`src/rtl/seq_gen_10010_tx_if.sv`:
```
// Handshake and serial-line bundle for the pattern transmitter.
interface seq_gen_10010_tx_if #(
  parameter int unsigned CNT_W = 8,
  parameter int unsigned GAP_W = 4
) ();
  logic             start;
  logic [CNT_W-1:0] repeats;
  logic [GAP_W-1:0] gap_len;
  logic             abort;
  logic             out;
  logic             out_valid;
  logic             frame_end;
  logic             busy;
  logic             done;

  // Stimulus side: requests transmissions, watches the line.
  modport master (
    output start, repeats, gap_len, abort,
    input  out, out_valid, frame_end, busy, done
  );

  // Transmitter side.
  modport slave (
    input  start, repeats, gap_len, abort,
    output out, out_valid, frame_end, busy, done
  );
endinterface

```
`src/rtl/seq_gen_10010_tx.sv`:
```
// Serial pattern transmitter: sends PATTERN MSB first, a latched number of times, with an
// optional idle gap between repetitions. All outputs are registered.
module seq_gen_10010_tx #(
  parameter int unsigned        PAT_LEN  = 5,
  parameter logic [PAT_LEN-1:0] PATTERN  = 5'b10010,
  parameter int unsigned        CNT_W    = 8,
  parameter int unsigned        GAP_W    = 4,
  parameter logic               IDLE_BIT = 1'b0
) (
  input logic                clk_i,
  input logic                rst_i,
  seq_gen_10010_tx_if.slave  bus
);

  localparam int unsigned   IdxW   = $clog2(PAT_LEN);
  localparam logic [IdxW-1:0] IdxMsb = IdxW'(PAT_LEN - 1);

  typedef enum logic [1:0] {StIdle, StSend, StGap} state_e;

  state_e           state_q, state_d;
  logic [IdxW-1:0]  idx_q, idx_d;
  logic [CNT_W-1:0] rep_q, rep_d;
  logic [GAP_W-1:0] gap_q, gap_d;
  logic [GAP_W-1:0] gap_cnt_q, gap_cnt_d;
  // Set on the last bit so the done pulse lands one cycle after it.
  logic             pend_q, pend_d;
  logic             out_q, out_d;
  logic             valid_q, valid_d;
  logic             fe_q, fe_d;
  logic             busy_q, busy_d;
  logic             done_q, done_d;

  // State, counters and output registers with synchronous reset.
  always_ff @(posedge clk_i) begin
    if (rst_i) begin
      state_q   <= StIdle;
      idx_q     <= '0;
      rep_q     <= '0;
      gap_q     <= '0;
      gap_cnt_q <= '0;
      pend_q    <= 1'b0;
      out_q     <= IDLE_BIT;
      valid_q   <= 1'b0;
      fe_q      <= 1'b0;
      busy_q    <= 1'b0;
      done_q    <= 1'b0;
    end else begin
      state_q   <= state_d;
      idx_q     <= idx_d;
      rep_q     <= rep_d;
      gap_q     <= gap_d;
      gap_cnt_q <= gap_cnt_d;
      pend_q    <= pend_d;
      out_q     <= out_d;
      valid_q   <= valid_d;
      fe_q      <= fe_d;
      busy_q    <= busy_d;
      done_q    <= done_d;
    end
  end

  // Next-state and next-output decode; abort overrides everything, including a start.
  always_comb begin
    state_d   = state_q;
    idx_d     = idx_q;
    rep_d     = rep_q;
    gap_d     = gap_q;
    gap_cnt_d = gap_cnt_q;
    pend_d    = 1'b0;
    out_d     = IDLE_BIT;
    valid_d   = 1'b0;
    fe_d      = 1'b0;
    busy_d    = 1'b0;
    done_d    = 1'b0;

    if (bus.abort) begin
      state_d = StIdle;
    end else begin
      unique case (state_q)
        StIdle: begin
          if (pend_q) begin
            // Last bit is on the line this cycle; still busy, so start is not taken here.
            done_d = 1'b1;
          end else if (bus.start && (bus.repeats != '0)) begin
            state_d = StSend;
            idx_d   = IdxMsb;
            rep_d   = bus.repeats;
            gap_d   = bus.gap_len;
          end
        end
        StSend: begin
          out_d   = PATTERN[idx_q];
          valid_d = 1'b1;
          busy_d  = 1'b1;
          fe_d    = (idx_q == '0);
          if (idx_q == '0) begin
            if (rep_q > CNT_W'(1)) begin
              rep_d = rep_q - CNT_W'(1);
              if (gap_q != '0) begin
                state_d   = StGap;
                gap_cnt_d = gap_q;
              end else begin
                idx_d = IdxMsb;
              end
            end else begin
              state_d = StIdle;
              rep_d   = '0;
              pend_d  = 1'b1;
            end
          end else begin
            idx_d = idx_q - IdxW'(1);
          end
        end
        StGap: begin
          busy_d    = 1'b1;
          gap_cnt_d = gap_cnt_q - GAP_W'(1);
          if (gap_cnt_q == GAP_W'(1)) begin
            state_d = StSend;
            idx_d   = IdxMsb;
          end
        end
        default: state_d = StIdle;
      endcase
    end
  end

  assign bus.out       = out_q;
  assign bus.out_valid = valid_q;
  assign bus.frame_end = fe_q;
  assign bus.busy      = busy_q;
  assign bus.done      = done_q;

endmodule

```
`src/flat_wrapper.sv`:
```
// flat-port wrapper written by rule: the top's interface ports become plain ports
module seq_gen_10010_tx_flat 
#(
  parameter int unsigned        PAT_LEN  = 5,
  parameter logic [PAT_LEN-1:0] PATTERN  = 5'b10010,
  parameter int unsigned        CNT_W    = 8,
  parameter int unsigned        GAP_W    = 4,
  parameter logic               IDLE_BIT = 1'b0
)
  (clk_i, rst_i, bus_start, bus_repeats, bus_gap_len, bus_abort, bus_out, bus_out_valid, bus_frame_end, bus_busy, bus_done);
  seq_gen_10010_tx_if #(.CNT_W(CNT_W), .GAP_W(GAP_W)) bus_i ();
  input logic clk_i;
  input logic rst_i;
  input wire logic [$bits(bus_i.start)-1:0] bus_start;
  input wire logic [$bits(bus_i.repeats)-1:0] bus_repeats;
  input wire logic [$bits(bus_i.gap_len)-1:0] bus_gap_len;
  input wire logic [$bits(bus_i.abort)-1:0] bus_abort;
  output wire logic [$bits(bus_i.out)-1:0] bus_out;
  output wire logic [$bits(bus_i.out_valid)-1:0] bus_out_valid;
  output wire logic [$bits(bus_i.frame_end)-1:0] bus_frame_end;
  output wire logic [$bits(bus_i.busy)-1:0] bus_busy;
  output wire logic [$bits(bus_i.done)-1:0] bus_done;
  assign bus_i.start = bus_start;
  assign bus_i.repeats = bus_repeats;
  assign bus_i.gap_len = bus_gap_len;
  assign bus_i.abort = bus_abort;
  assign bus_out = bus_i.out;
  assign bus_out_valid = bus_i.out_valid;
  assign bus_frame_end = bus_i.frame_end;
  assign bus_busy = bus_i.busy;
  assign bus_done = bus_i.done;
  seq_gen_10010_tx #(.PAT_LEN(PAT_LEN), .PATTERN(PATTERN), .CNT_W(CNT_W), .GAP_W(GAP_W), .IDLE_BIT(IDLE_BIT)) u_core (.clk_i(clk_i), .rst_i(rst_i), .bus(bus_i));
endmodule
```
`config.mk`:
```
export PLATFORM = sky130hd
export DESIGN_NAME = seq_gen_10010_tx_flat
export DESIGN_NICKNAME = d
export VERILOG_FILES = /design/src/rtl/seq_gen_10010_tx_if.sv /design/src/rtl/seq_gen_10010_tx.sv /design/src/flat_wrapper.sv
export SDC_FILE = /design/constraint.sdc
export NUM_CORES = 1
export LEC_CHECK = 0
export BUFFER_PORTS_ARGS = -buffer_cell sky130_fd_sc_hd__clkbuf_2
export CELL_PAD_IN_SITES_DETAIL_PLACEMENT = 1
export CELL_PAD_IN_SITES_GLOBAL_PLACEMENT = 2
export CORE_UTILIZATION = 32
export DETAILED_ROUTE_END_ITERATION = 8
export PLACE_DENSITY_LB_ADDON = 0.1
export SLEW_MARGIN = 20
export SYNTH_ARGS = -nofsm -noshare
export SYNTH_HDL_FRONTEND = slang
export SYNTH_SLANG_ARGS = --single-unit
export TNS_END_PERCENT = 50
```
`constraint.sdc`:
```
create_clock -name clk_i -period 1.71 [get_ports clk_i]
set_input_delay 0.0855 -clock clk_i [delete_from_list [all_inputs] [get_ports clk_i]]
set_output_delay 0.0855 -clock clk_i [all_outputs]
set_load 0.01 [all_outputs]
```
---- After elaboration in Yosys (flattened, before gate mapping) ----
Memories as Yosys holds them, arrays and structs flattened. A register that Yosys moved wholly into a read port is not among the register bits.
Index checks and enable logic that the tools add are counted.
Widths: inputs -> output; s select.
storage, ports and cells
  ROM bits ................................ 8
  flip-flop bits (word level) ............. 26
  output and inout port bits .............. 5
  memories kept ........................... 1
  input port bits ......................... 16
  logic and storage cells ................. 77
memories
  name             words  width  rd ports  clocked after memory_dff  write ports  RTL line                RTL
  (no name shown)  8      1      1         1                         0            seq_gen_10010_tx.sv:92  out_d = PATTERN[idx_q];
cells by class
  magnitude comparators ................... 1
  reductions and logical operators ........ 18
  equal/unequal tests ..................... 12
  add/sub/neg operators ................... 3
  bitwise gates (word level) .............. 5
  muxes and demuxes ....................... 27
operators with widths
  kind                 count
  $mux 8               4
  $mux 3               6
  $pmux 8 s2           1
  $reduce_and 5->1     3
  $mux 2               6
  $mux 4               3
  $ne 2x1->1 const B   5
  $ne 3x3->1 const B   3
  $pmux 3 s3           1
  $gt 8x1->1 const B   1
  $pmux 4 s2           1
  $reduce_bool 8->1    1
  $sub 8x1->8 const B  1
  $reduce_and 7->1     1
  $pmux 2 s3           1
  $reduce_or 3->1      2
  $not 1->1            5
  $eq 4x1->1 const B   1
  $mux 1               4
  $reduce_and 4->1     1
  $reduce_bool 2->1    2
  $reduce_bool 4->1    1
  $reduce_or 2->1      2
  $reduce_or 4->1      1
  other kinds (9)      9

---- Logic depth before layout (Yosys ltp) ----
Gate-level depths: netlist of run 1.
  word-level depth ........................ 5
  depth in mapped cells ................... 8
  mapped depth without buffers ............ 6

---- Least setup slack after synthesis of run 1 ----
No wires, ideal clock.
  kind .................................... register -> register
  from .................................... reg u_core.gap_cnt_q[1]
  to ...................................... reg u_core.idx_q[2]
  slack ................................... -0.048 ns
  cell stages (with the launch flop) ...... 7
  arrival time ............................ 1.635 ns
  required time ........................... 1.587 ns
  path buffers ............................ 0
  setup time .............................. 0.123 ns
  period minus slack after synthesis ...... 1.758 ns
  path through ............................ dfxtp_1 inv_1 ha_1 or3b_2 a21oi_1 o2111a_1 mux2_1
between the ends
  word-level cells in the longest chain between the ends .. 3
ends and longest elaborated chain
  element                            RTL line                 RTL
  from (decl)                        seq_gen_10010_tx.sv:24   logic [GAP_W-1:0] gap_cnt_q, gap_cnt_d;
  from (signal assigned)             seq_gen_10010_tx.sv:52   gap_cnt_q <= gap_cnt_d;
  $eq 4x1->1                         seq_gen_10010_tx.sv:117  if (gap_cnt_q == GAP_W'(1)) begin
  $ne 2x1->1 (no source line)        --
  $reduce_and 7->1 (no source line)  --
  to (signal assigned)               seq_gen_10010_tx.sv:49   idx_q <= idx_d;
  to (decl)                          seq_gen_10010_tx.sv:21   logic [IdxW-1:0] idx_q, idx_d;
No other way between the ends.
A chain may end at the register's enable or synchronous reset.

---- Worst setup path after layout of run 1 ----
  from .................................... reg u_core.rep_q[3]
  to ...................................... reg u_core.state_q[1]
between the ends
  word-level cells in the longest chain between the ends .. 4
  elaborated cells between the ends (all ways) .. 6
  those cells by class .................... order compare (1); eq/ne (1); mux (3); reduce/logical (1)
ends and longest elaborated chain
  element                 RTL line                RTL
  from (decl)             seq_gen_10010_tx.sv:22  logic [CNT_W-1:0] rep_q, rep_d;
  from (signal assigned)  seq_gen_10010_tx.sv:50  rep_q <= rep_d;
  $gt 8x1->1 *            seq_gen_10010_tx.sv:97  if (rep_q > CNT_W'(1)) begin
  $mux 2                  seq_gen_10010_tx.sv:97
  $mux 2                  seq_gen_10010_tx.sv:96  if (idx_q == '0) begin
  $pmux 2 s3              seq_gen_10010_tx.sv:79  unique case (state_q)
  to (signal assigned)    seq_gen_10010_tx.sv:36  state_q <= StIdle;
  to (signal assigned)    seq_gen_10010_tx.sv:48  state_q <= state_d;
  to (decl)               seq_gen_10010_tx.sv:20  state_e state_q, state_d;
Mark *: on every way between the ends. The rest lies on a longest branch, timed or not. The select of a mux whose other input is x is not followed.

==> summary.md, run 1 <==
| Metric | Value |
|---|---|
| Yosys top cell area share | `31.2%` |
| Unrepaired setup endpoints after global routing | `yes` |
| Global routing usage on met1 | `29.4%` |
| Number of CTS-inserted buffers | `3` |
| Layout fillers | `593` |
| Count leader, synth | `dfxtp_1` |
| Setup violations, final | `6` |
| Final core occ | `48.9%` |
| Post-Synthesis Cells | `191` |
| FMAX | `571 MHz` |
| Largest net degree at the start of global routing | `16` |
| Switching power | `652 uW` |
| Final worst slack | `-0.0423 ns` |
| Tmin final | `1.75 ns` |
| Hold_buf cts | `0` |
| Antenna diode instance count | `0` |
| First-pass GRT wire length | `9560 um` |
| Clock power frac | `21.4%` |
| P&R area growth vs syn | `46.0%` |
| CTS HTree Levels | `1` |
| CP arrival | `1.93 ns` |
| Root buf cell | `clkbuf_8` |
| Leak | `0.00101 uW` |
| #FFs+latches synth | `27` |
| DRC viols | `0` |
| Total number of vias | `1792` |
| Area of the mapped netlist | `1730 um^2` |
| Seq/Total Area, Yosys | `31.2%` |
| Post-Syn Nets | `217` |
| Hold WC Path Type | `primary input to flop` |
| Crit-path max FO | `4` |
| Die area | `5710 um^2` |
| PwrDens | `725 nW/um^2` |
| Post-synth ARST share | `0%` |
| Comb power frac | `40.4%` |
| Final worst path period share | `102%` |
| Post-synth top area cell | `dfxtp_1` |
| Drt wl/cell | `18.8 um` |
| Worst VDD drop | `0.345 mV` |
| Seq pwr share | `38.2%` |
| GRT Max-Usage Layer | `met2` |
| Core Footprint | `5170 um^2` |
| Switching share of power | `35.5%` |
| Met3 GRT Util | `3.17%` |
| Finished Layout Cells | `326` |
| Die height | `75.6 um` |
| DRT Pass-1 Iters | `4` |
| GRT Total Usage | `22.7%` |
| Register-to-Register Path Depth | `5` |
| Max-slew headroom | `69.0%` |
| Clk_lat worst skew | `0.28 ns` |
| YS warnings | `0` |
| Final hold vios | `0` |
| Final wirelength | `6150 um` |
| Clk slew on worst S/H paths | `0.10 ns` |
| Run status | `finished with violations` |
| Starting DRC count in detailed routing | `102` |
| Crit. End Element | `flop` |
| Layout net count | `283` |
| Critical Path RT | `1.88 ns` |
| Routed vias/inst | `5.50` |
| Crit path kind | `flop to flop` |
| Max-Cap Viols | `0` |
| Row cnt | `26` |
| Antenna Nets Post-Route | `0` |
| Failing checks | `setup timing` |
| WHS Path Cells | `3` |
| Int Pwr | `1180 uW` |
| Final GP Congestion | `0.875` |
| Main synth FF type | `dfxtp_1` |
| I/O Pins | `21` |
| Initial antenna violation count | `0` |
| Max-slew violations | `0` |
| Largest cells by area after synthesis | `dfxtp_1, ha_1, mux2i_1` |
| CTS tree | `built` |
| Tightest Pin Transition | `0.465 ns` |
| Initial Util | `33.5%` |
| Final HPWL DP | `4660 um` |
| Post-synth top cells | `dfxtp_1, nand2_1, nor2_1, a21oi_1, mux2i_1` |
| Number of flops mapped to enable cells by yosys | `0` |
| Share of cells above drive strength 1 | `48.4%` |
| Vias in the first global route | `1915` |
| CP startpoint kind | `flop` |
| Post-synth cell types | `57` |
| Fin Clk Skew | `0.00301 ns` |
| # clock sinks | `27` |
| GR Util met2 | `39.1%` |
| GRT overflow | `0` |
| Post-Syn Area per Cell | `9.07 um^2` |
| Dpl cells | `316` |
| Clock tree buffer depth | `2` |
| Die W | `75.6 um` |
| IO buf count | `20` |
## power groups by stage
| stage | clock network [uW] | registers, uW | logic, uW |
|---|---|---|---|
| floorplan | 0 | 703 | 337 |
| detailed placement | 0 | 708 | 594 |
| finish | 392 | 700 | 741 |
| global route | 418 | 705 | 791 |
| global placement | 0 | 704 | 578 |
| CTS | 394 | 695 | 642 |
## metal layers
layer  wire length [um]  share of wire [%]
met1               2810                 46
met2               3100                 50
met3                156                2.5
met4                 74                1.2
met5                  0                  0
## critical path, cell delays in order, from the launching register on
cell      delay, ns
dfxtp_2        0.35
or4_4          0.60
o31ai_4        0.27
buf_4          0.18
o221ai_4       0.10
mux2i_1        0.14
## final timing paths
check	end	slack (ns)	start
setup / recovery	u_core.state_q[1]	-0.04	u_core.rep_q[3]
hold reg to reg	u_core.bus.done	0.50	u_core.pend_q
setup reg to reg	u_core.state_q[1]	-0.04	u_core.rep_q[3]
hold / removal	u_core.gap_q[3]	0.03	bus_gap_len[3]
## stage by stage
| step | total power [uW] | setup TNS, ns | setup WS (ns) | cell area, um^2 | hold slack, ns |
|---|---|---|---|---|---|
| detailed placement | 1300 | -1.28 | -0.121 | 2220 | 0.330 |
| global route | 1910 | -0.635 | -0.0746 | 2530 | 0.0596 |
| global placement | 1280 | -0.487 | -0.0735 | 2220 | 0.319 |
| finish | 1830 | -0.144 | -0.0423 | 2530 | 0.0305 |
| floorplan | 1040 | -0.00138 | -0.00138 | 1740 | 0.165 |
| CTS | 1730 | -0.0257 | -0.0113 | 2370 | 0.0334 |
## repair_timing
action / in CTS / in global routing
buffers inserted: 4 / 2
endpoints found under the setup margin: 21 / 20
resized for setup: 22 / 29
pin swaps: 14 / 10
## state kept, by name, summed over array words and instances, names as in the netlist
register / count
u_core.bus.out_valid: 1
u_core.state_q: 2
u_core.bus.out: 1
u_core.bus.frame_end: 1
u_core.gap_q: 4
u_core.idx_q: 3
u_core.pend_q: 1
u_core.bus.done: 1
u_core.rep_q: 8
u_core.bus.busy: 1
u_core.gap_cnt_q: 4
## cell families after synthesis
logic type / Yosys count / synth area share (%)
compound gates: 57 / 28.0
fa+ha+maj: 10 / 7.22
buf+inv: 20 / 5.34
flops: 27 / 31.2
mux: 12 / 7.00
simple gates: 65 / 21.2
## area by class of cell
cell class | instances | area, um^2 | share of cell area [%]
multi-input cells | 144 | 1290 | 51.1
well taps | 70 | 87.6 | 3.46
repair buffers | 69 | 499 | 19.7
inverters | 12 | 51.3 | 2.03
flip-flops and latches | 27 | 554 | 21.9
clock buffers | 4 | 45.0 | 1.78
## layout by cell type, fill, tap and decap left out, drive strengths merged, types with 2 or more instances in the layout
master / count
a2bb2oi: 3
o311ai: 2
o32ai: 6
nor4: 6
nand3: 3
and3: 3
o211ai: 2
nor3: 3
clkbuf: 24
inv: 11
a211oi: 5
nor2b: 3
nor2: 16
ha: 10
nand2: 19
o31ai: 2
nand2b: 3
a32oi: 2
o211a: 2
dfxtp: 27
o21ai: 2
a31oi: 2
mux2i: 11
a21oi: 14
or4: 2
a211o: 2
buf: 49
a22oi: 3
(Power assumes the default switching activity.)
==> run 2, diff against run 1 <==
--- a/config.mk
+++ b/config.mk
@@ -8,9 +8,9 @@
 export BUFFER_PORTS_ARGS = -buffer_cell sky130_fd_sc_hd__clkbuf_2
 export CELL_PAD_IN_SITES_DETAIL_PLACEMENT = 1
 export CELL_PAD_IN_SITES_GLOBAL_PLACEMENT = 2
-export CORE_UTILIZATION = 32
+export CORE_UTILIZATION = 25
 export DETAILED_ROUTE_END_ITERATION = 8
-export PLACE_DENSITY_LB_ADDON = 0.1
+export PLACE_DENSITY = 0.62
 export SLEW_MARGIN = 20
 export SYNTH_ARGS = -nofsm -noshare
 export SYNTH_HDL_FRONTEND = slang
==> run 2 against run 1 <==
The flow still finishes with violations (setup timing). Clock power is 5% lower. Non-clock buffer count is 2 lower. Die area increased by 27%. Maximum frequency grew 1.3%. Final area decreased by 1.0%. Worst hold slack better by 0.019 ns. Global-route usage fell by 6.7 points. Wire length decreased by 8.8%. Sequential share of layout area increased by 0.18 points. Clock skew hardly changed. Critical endpoint is now u_core.gap_cnt_q[0]. Largest cell class unchanged. Largest power group unchanged. Highest routed layer unchanged.
==> summary.md, run 2 (synthesis results as in run 1) <==
| Metric | Value |
|---|---|
| Run status | `finished with violations (unchanged)` |
| Failing checks | `setup timing (unchanged)` |
| Final hold vios | `0 (unchanged)` |
| Register with the most flip-flops | `u_core.rep_q (unchanged)` |
| Tightest Pin Transition | `0.454 ns (was 0.465 ns)` |
| Fin Clk Skew | `0.00344 ns (was 0.00301 ns)` |
| Hold WC Path Type | `primary input to flop (unchanged)` |
| Total Power | `1780 uW (was 1830 uW)` |
| Antenna diode instance count | `0 (unchanged)` |
| Initial antenna violation count | `0 (unchanged)` |
| Die height | `85.3 um (was 75.6 um)` |
| FMAX | `578 MHz (was 571 MHz)` |
| Crit. End Element | `flop (unchanged)` |
| Share of cells above drive strength 1 | `46.5% (was 48.4%)` |
| Final HPWL DP | `4420 um (was 4660 um)` |
| Final core occ | `38.3% (was 48.9%)` |
| Multi-input logic area | `1290 um^2 (about the same)` |
| Final worst slack | `-0.0201 ns (was -0.0423 ns)` |
| GRT overflow | `0 (unchanged)` |
| Routed vias/inst | `5.05 (was 5.50)` |
| GRT Total Usage | `16.0% (was 22.7%)` |
| Vias in the first global route | `1755 (was 1915)` |
| Clk_lat worst skew | `0.27 ns (was 0.28 ns)` |
| Core Footprint | `6530 um^2 (was 5170 um^2)` |
| Max-slew headroom | `69.7% (was 69.0%)` |
| Max-slew violations | `0 (unchanged)` |
| CTS tree | `built (unchanged)` |
| Die W | `85.3 um (was 75.6 um)` |
| Crit-path max FO | `4 (unchanged)` |
| Start point of the critical path | `u_core.rep_q[5] (was u_core.rep_q[3])` |
| Total number of vias | `1671 (was 1792)` |
| CP startpoint kind | `flop (unchanged)` |
| RR Startpoint | `u_core.rep_q[5] (was u_core.rep_q[3])` |
| Leak | `0.00101 uW (about the same)` |
| DRT Pass-1 Iters | `4 (unchanged)` |
| Largest regs | `u_core.rep_q: 8 flops, u_core.gap_cnt_q: 4 flops, u_core.gap_q: 4 flops (unchanged)` |
| Crit path kind | `flop to flop (unchanged)` |
| Row cnt | `29 (was 26)` |
| Die area | `7270 um^2 (was 5710 um^2)` |
| Unrepaired setup endpoints after global routing | `yes (unchanged)` |
| CTS HTree Levels | `1 (unchanged)` |
| # clock sinks | `27 (unchanged)` |
| Clock tree buffer depth | `2 (unchanged)` |
| Most frequent cells in the layout | `buf_4, clkbuf_2, dfxtp_1, nand2_1, nor2_1 (unchanged)` |
| Number of CTS-inserted buffers | `3 (unchanged)` |
| Initial Util | `26.5% (was 33.5%)` |
| Min-delay src | `bus_gap_len[3] (unchanged)` |
| Final wirelength | `5610 um (was 6150 um)` |
| Tmin final | `1.73 ns (was 1.75 ns)` |
| Layout net count | `281 (was 283)` |
| Critical Path RT | `1.88 ns (about the same)` |
| P&R area growth vs syn | `44.5% (was 46.0%)` |
| Starting DRC count in detailed routing | `36 (was 102)` |
| Register area | `553 um^2 (was 554 um^2)` |
| Final worst path period share | `101% (was 102%)` |
| I/O Pins | `21 (unchanged)` |
| CP arrival | `1.90 ns (was 1.93 ns)` |
| Setup violations, final | `5 (was 6)` |
| Hold Slack | `0.0491 ns (was 0.0305 ns)` |
| Final GP Congestion | `0.796 (was 0.875)` |
| Clk slew on worst S/H paths | `0.10 ns (about the same)` |
| IO buf count | `20 (unchanged)` |
| Drt wl/cell | `16.9 um (was 18.8 um)` |
| DRC viols | `0 (unchanged)` |
| First-pass GRT wire length | `9090 um (was 9560 um)` |
| Antenna Nets Post-Route | `0 (unchanged)` |
| Worst VDD drop | `0.279 mV (was 0.345 mV)` |
| PwrDens | `712 nW/um^2 (was 725 nW/um^2)` |
| Max FFs per register | `8 (unchanged)` |
| Max-Cap Viols | `0 (unchanged)` |
| Layout fillers | `766 (was 593)` |
| Commonest non-fill, non-tap cell in the layout | `buf_4 (unchanged)` |
| Hold_buf cts | `0 (unchanged)` |
| Largest net degree at the start of global routing | `15 (was 16)` |
| Root buf cell | `clkbuf_8 (unchanged)` |
==> run 2: cell types whose count changed in the layout (fill, tap and decap cells not counted), sizes merged <==
cell / change
clkinvlp: -1
buf: -2
inv: +1
==> run 2: power by group <==
group	switching [uW]	leakage, uW	internal (uW)
Clock	206	0.0000228	167
Combinational	367	0.000759	344
Sequential	33.8	0.000223	663
==> run 2: per-layer routing <==
metal  vias up  track usage (%)  share of wire (%)
li1        842                -                  -
met1       809             20.8                 48
met2        16             28.4                 50
met3         4             1.65                1.3
met4         0             3.79               0.68
met5         -                0                  0
==> run 2: worst paths after layout <==
kind / to / slack, ns / cells after the start
max: u_core.gap_cnt_q[0] / -0.02 / 4
min: u_core.gap_q[3] / 0.05 / 3
max reg2reg: u_core.gap_cnt_q[0] / -0.02 / 4
min reg2reg: u_core.bus.done / 0.51 / 1
==> run 2: cell type report <==
cell class	instances	share of cell area, %
Clock buffer	4	1.80
Sequential cell	27	22.1
Inverter	12	1.80
Multi-Input combinational cell	144	51.4
Timing Repair Buffer	67	19.0
Tap cell	77	3.85
==> run 2: critical path, stage by stage, from the launching register on <==
cell	delay, ns
dfxtp_2	0.36
or4_4	0.57
o311ai_2	0.34
a21oi_1	0.11
o221a_1	0.25
==> run 2: what timing repair did <==
| action | CTS | global route |
|---|---|---|
| pin swaps | 8 | 10 |
| resized for setup | 13 | 30 |
| setup buffers | 2 | 2 |
| setup endpoints to repair | 20 | 21 |
==> run 2: metrics by stage <==
| stage | setup TNS [ns] | setup WS, ns | cell area [um^2] | std cells |
|---|---|---|---|---|
| 3_3_place_gp | -0.331 | -0.0706 | 2220 | 323 |
| 4_1_cts | -0.0511 | -0.0421 | 2330 | 329 |
| 2_1_floorplan | -0.00138 | -0.00138 | 1740 | 191 |
| 6_report | -0.0530 | -0.0201 | 2500 | 331 |
| 5_1_grt | -0.890 | -0.0963 | 2500 | 331 |
| 3_5_place_dp | -0.534 | -0.0991 | 2220 | 323 |
